## src/rtl/load_store_unit.sv

```systemverilog
// load_store_unit: initiator side of the 16-bit word-organised data-memory port.
// Turns byte-addressed load/store requests from the pipeline into word accesses.
// A request is accepted through a valid/ready handshake and gets one response pulse.
// Byte stores use read-modify-write, because the memory only writes whole words.
// The memory reads combinationally and writes on the falling edge.
// Every memory-side output therefore comes from a register updated on the rising edge.
// Optional build macro: LSU_RANGE_CHECK_EN. When defined, any access whose word
// address is at or beyond MEM is faulted without touching memory.
module load_store_unit #(
  parameter int MEM = 64
) (
  input  logic        clk,
  input  logic        reset,
  input  logic        req_valid,
  output logic        req_ready,
  input  logic        req_write,
  input  logic        req_size,
  input  logic        req_signed,
  input  logic [15:0] req_addr,
  input  logic [15:0] req_wdata,
  output logic        resp_valid,
  output logic [15:0] resp_rdata,
  output logic        resp_err,
  output logic [15:0] mem_address,
  output logic [15:0] mem_wd,
  output logic        mem_we,
  input  logic [15:0] mem_rd
);

  localparam logic [2:0] IDLE     = 3'd0;
  localparam logic [2:0] READ     = 3'd1;
  localparam logic [2:0] RMW_READ = 3'd2;
  localparam logic [2:0] WRITE    = 3'd3;
  localparam logic [2:0] RESP     = 3'd4;

  logic [2:0]  state;

  // Request fields still needed after acceptance.
  logic        lat_size;
  logic        lat_signed;
  logic        lat_lane;
  logic [7:0]  lat_wbyte;

  logic [7:0]  rd_byte;
  logic [15:0] load_data;
  logic [15:0] merged_word;
  logic        misaligned;
  logic        out_of_range;
  logic        req_fault;

  // Ready is decoded from state only, so it is independent of req_valid.
  assign req_ready = (state == IDLE);

`ifdef LSU_RANGE_CHECK_EN
  localparam logic [16:0] MEM_LIMIT = 17'(MEM);
  assign out_of_range = ({2'b00, req_addr[15:1]} >= MEM_LIMIT);
`else
  // Without the range check the depth has no effect. It is still referenced here
  // so the parameter is not left dangling.
  logic unused_mem_depth;
  assign unused_mem_depth = (MEM > 0);
  assign out_of_range     = 1'b0;
`endif

  // Decode the accepted request's fault and build the load and merge words.
  always_comb begin
    // NOTE: every output of this block gets a value on every path, so no latch is inferred.
    misaligned  = req_size & req_addr[0];
    req_fault   = misaligned | out_of_range;
    rd_byte     = lat_lane ? mem_rd[15:8] : mem_rd[7:0];
    load_data   = mem_rd;
    if (!lat_size) begin
      load_data = lat_signed ? {{8{rd_byte[7]}}, rd_byte} : {8'h00, rd_byte};
    end
    merged_word = lat_lane ? {lat_wbyte, mem_rd[7:0]} : {mem_rd[15:8], lat_wbyte};
  end

  // Sequencer. It also registers every memory-side and response output.
  always_ff @(posedge clk or posedge reset) begin
    // NOTE: sequential state is assigned non-blocking, so all registers update together at the edge.
    if (reset) begin
      state       <= IDLE;
      mem_we      <= 1'b0;
      mem_address <= 16'h0000;
      mem_wd      <= 16'h0000;
      resp_valid  <= 1'b0;
      resp_rdata  <= 16'h0000;
      resp_err    <= 1'b0;
      lat_size    <= 1'b0;
      lat_signed  <= 1'b0;
      lat_lane    <= 1'b0;
      lat_wbyte   <= 8'h00;
    end else begin
      case (state)
        IDLE: begin
          if (req_valid) begin
            lat_size    <= req_size;
            lat_signed  <= req_signed;
            lat_lane    <= req_addr[0];
            lat_wbyte   <= req_wdata[7:0];
            mem_address <= {1'b0, req_addr[15:1]};
            if (req_fault) begin
              resp_err   <= 1'b1;
              resp_rdata <= 16'h0000;
              resp_valid <= 1'b1;
              state      <= RESP;
            end else if (req_write && req_size) begin
              mem_wd <= req_wdata;
              mem_we <= 1'b1;
              state  <= WRITE;
            end else if (req_write) begin
              state <= RMW_READ;
            end else begin
              state <= READ;
            end
          end
        end
        READ: begin
          resp_rdata <= load_data;
          resp_err   <= 1'b0;
          resp_valid <= 1'b1;
          state      <= RESP;
        end
        RMW_READ: begin
          mem_wd <= merged_word;
          mem_we <= 1'b1;
          state  <= WRITE;
        end
        WRITE: begin
          mem_we     <= 1'b0;
          resp_rdata <= 16'h0000;
          resp_err   <= 1'b0;
          resp_valid <= 1'b1;
          state      <= RESP;
        end
        RESP: begin
          resp_valid <= 1'b0;
          state      <= IDLE;
        end
        default: begin
          mem_we     <= 1'b0;
          resp_valid <= 1'b0;
          state      <= IDLE;
        end
      endcase
    end
  end

endmodule
```

## config.mk

```make
export PLATFORM = sky130hd
export DESIGN_NAME = load_store_unit
export DESIGN_NICKNAME = d
export VERILOG_FILES = /design/src/rtl/load_store_unit.sv
export SDC_FILE = /design/constraint.sdc
export NUM_CORES = 1
export LEC_CHECK = 0
export ABC_AREA = 1
export CORE_MARGIN = 3
export CORE_UTILIZATION = 46
export CTS_CLUSTER_SIZE = 40
export DETAILED_ROUTE_END_ITERATION = 8
export PLACE_DENSITY = 0.8
export SLEW_MARGIN = 15
export SYNTH_ARGS = -nofsm -noshare
export SYNTH_HDL_FRONTEND = slang
export SYNTH_SLANG_ARGS = --single-unit
```

## constraint.sdc

```tcl
create_clock -name clk -period 2.2 [get_ports clk]
set_input_delay 0.44 -clock clk [delete_from_list [all_inputs] [get_ports clk]]
set_output_delay 0.44 -clock clk [all_outputs]
set_load 0.02 [all_outputs]
```

==> flow_summary.json <==
{
  "outcome": "complete, no violations",
  "cts_tree": "built",
  "yosysSeqAreaShare_pct": 50.0,
  "die_area_sq_um": 8000,
  "hpwl_um": 6270,
  "syn_area_sq_um": 3200,
  "end_kind": "output pin",
  "synthAdderAreaFrac_pct": 0,
  "h-tree-depth": 3,
  "min_path_type": "input port to async pin",
  "final.setup.tns_ps": 0,
  "maxCapViolCount": 0,
  "core_region_area_sq_um": 6530,
  "cts_hold_repair.buffers": 0,
  "maxSlewViolCount": 0,
  "fin_crit_sh_pct": 88.3,
  "die-width_um": 89.4,
  "avgViaCountPerCell": 5.03,
  "rows": 29,
  "power_leakage_nw": 2.34,
  "detail-route-antenna-nets": 0,
  "synthMuxAreaShare_pct": 0,
  "finalWirelength_um": 8640,
  "area_delta_synth_final_pct": 39.3,
  "first_pass_iters": 4,
  "startpoint_type": "flop",
  "cts_inserted_buffers": 9,
  "holdWs_ps": 468,
  "max_clock_freq_ghz": 0.515,
  "nFillCells": 575,
  "skew_ps": 4.03,
  "slowest_delay_ps": 470,
  "drt_iter0_drc": 253,
  "synth_top_family_by_area": "simple AND/OR/NAND/NOR gates",
  "portBuffers": 104,
  "cts_root_buffer": "clkbuf_8",
  "drc": 0,
  "hold_viol_final": 0,
  "grt_max_degree": 65,
  "synth-xor-area-share_pct": 0,
  "slew_headroom_pct": 52.0,
  "grt_overflow": 0,
  "syn-num-nets": 488,
  "path_clk_slew_ps": 70,
  "yosys.area_share.simple_pct": 40.0,
  "arrival_ps": 1500,
  "clk_latency_ps": 340,
  "die_h_um": 89.4,
  "tightestPinTransition_ps": 721,
  "place.gp.congestion": 0.834,
  "synthTopCellsByCount": "241 x nand2_1, 64 x dfrtp_1, 53 x nand3_1",
  "ys_warn_count": 0,
  "grt_pass1_vias": 2975,
  "nNetsFinal": 587,
  "path_class": "flop to output pin",
  "clock_sinks": 64,
  "setup_viol": 0,
  "synth_area_leaders": "dfrtp_1 50%, nand2_1 28%, nand3_1 8.3%",
  "clock_path_buffers": 2,
  "grt_usage_pct": 23.0,
  "antenna_found_initial": 0,
  "synthArstFlopShare_pct": 100,
  "synth_top_area_share_pct": 50.0,
  "ioPinCount": 106,
  "antenna_cells": 0,
  "synth-main-ff-cell": "dfrtp_1",
  "synth_edf_count": 0,
  "vdd_drop_max_mv": 0.720,
  "crit_slowest_cell": "dfrtp_1",
  "yosys.cell_count.top_type": "nand2_1",
  "rsz0062_at_grt": "no",
  "synth_cells": 434,
  "synth_area_per_cell_sq_um": 7.38,
  "ys_types": 22,
  "via_count": 3096,
  "drive_above_1_share_pct": 6.88,
  "synth_compound_area_share_pct": 3.52,
  "p_per_area_nw_per_um2": 1480,
  "cp_cell_sequence": "inv_2 > nand2_1 > nor2_4 > dlygate4sd2_1",
  "min_period_ps": 1940,
  "cp_max_fo": 5,
  "worstPathRequired_ps": 1760,
  "grt_pass1_wl_um": 14100,
  "synth_top_cell_by_area": "dfrtp_1",
  "initial_utilization_pct": 49.0,
  "wl_per_cell_um": 14.1,
  "ys_ff_latch": 64
}
sequential cells by signal, summed over array words and instances, names as in the netlist, 3 cells and up:
register / cells
mem_wd: 16
state: 3
lat_wbyte: 8
mem_address: 15
resp_rdata: 16
metrics by stage:
stage | util (%) | instance area, sq um | total power [W] | instances | worst slack (ps)
after floorplan | - | 3200 | 0.00429 | 434 | 162
after global placement | 65.5 | 4280 | 0.00555 | 599 | 295
after detailed placement | 65.5 | 4280 | 0.00564 | 599 | 246
after CTS | 68.3 | 4460 | 0.00663 | 615 | 243
after global routing | 68.3 | 4460 | 0.00712 | 615 | 145
final | 68.3 | 4460 | 0.00659 | 615 | 258
metal layers:
metal	up-vias	part of all wire [%]	GRT usage, %	routed length, um
met5	-	0	0	0
met4	0	1.3	6.63	110
met3	10	10	8.20	905
met2	137	44	35.4	3830
met1	1401	44	30.8	3800
li1	1548	-	-	-
critical path, delay by kind of cell, from the launching register on:
kind	cells	cell delay (ps)
and+or+nand+nor	2	250
DFF	1	470
buffers and inverters	2	450
where the power goes:
| part | leakage (nW) | internal [W] | switching (W) | total (W) |
|---|---|---|---|---|
| Sequential | 0.805 | 0.00173 | 0.000395 | 0.00213 |
| Clock | 0.0920 | 0.000517 | 0.000455 | 0.000972 |
| Combinational | 1.44 | 0.00139 | 0.00210 | 0.00349 |
| Total | 2.34 | 0.00364 | 0.00295 | 0.00659 |
layout by cell type (no fill, tap or decap):
| master | count |
|---|---|
| conb_1 | 1 |
| nand2_4 | 1 |
| clkinvlp_4 | 2 |
| clkbuf_8 | 9 |
| nand2_1 | 241 |
| a21oi_2 | 1 |
| clkbuf_1 | 1 |
| nand3_2 | 2 |
| nor2_4 | 2 |
| nand2_2 | 2 |
| o211ai_1 | 8 |
| nand3_1 | 53 |
| buf_4 | 4 |
| dfrtp_1 | 64 |
| buf_12 | 1 |
| clkinv_2 | 3 |
| a21oi_1 | 5 |
| inv_2 | 4 |
| nor2_2 | 3 |
| nor2_1 | 2 |
| bufinv_16 | 1 |
| o21ai_2 | 1 |
| clkdlybuf4s50_1 | 103 |
| nand3_4 | 1 |
| o21ai_0 | 2 |
| inv_1 | 20 |
| dlygate4sd2_1 | 1 |
final timing paths:
check,startpoint,end,slack (ps),depth (start not counted)
max,state[2]$_DFFE_PP0P_,req_ready,260,4
min in group clk,mem_address[8]$_DFFE_PP0P_,mem_address[8]$_DFFE_PP0P_,470,2
min,reset,mem_address[11]$_DFFE_PP0P_,470,3
max in group asynchronous,reset,resp_rdata[3]$_DFFE_PP0P_,1420,3
min reg2reg,mem_address[8]$_DFFE_PP0P_,mem_address[8]$_DFFE_PP0P_,470,2
max reg2reg,state[2]$_DFFE_PP0P_,lat_lane$_DFFE_PP0P_,270,7
final cells by class:
type	instances	area (sq um)	share of cell area (%)
well taps	77	96.3	2.16
multi-input cells	325	1400	31.3
clock buffers	10	128	2.86
inverters	24	90.1	2.02
repair buffers	109	1090	24.4
flip-flops and latches	64	1600	35.9
clock inverters	6	60.1	1.35
cell families (layout without fill, tap and decap cells):
group / after synthesis / in the layout
and+or+nand+nor: 307 / 307
DFF: 64 / 64
AOI/OAI and AO/OA: 17 / 17
other: 1 / 1
buffers and inverters: 45 / 149
what timing repair did:
action / in CTS / in global routing
setup buffers: 0 / 0
gates resized for setup: 1 / 0
setup endpoints to repair: 1 / 0
Note: power is estimated with default switching activity, not from simulation.
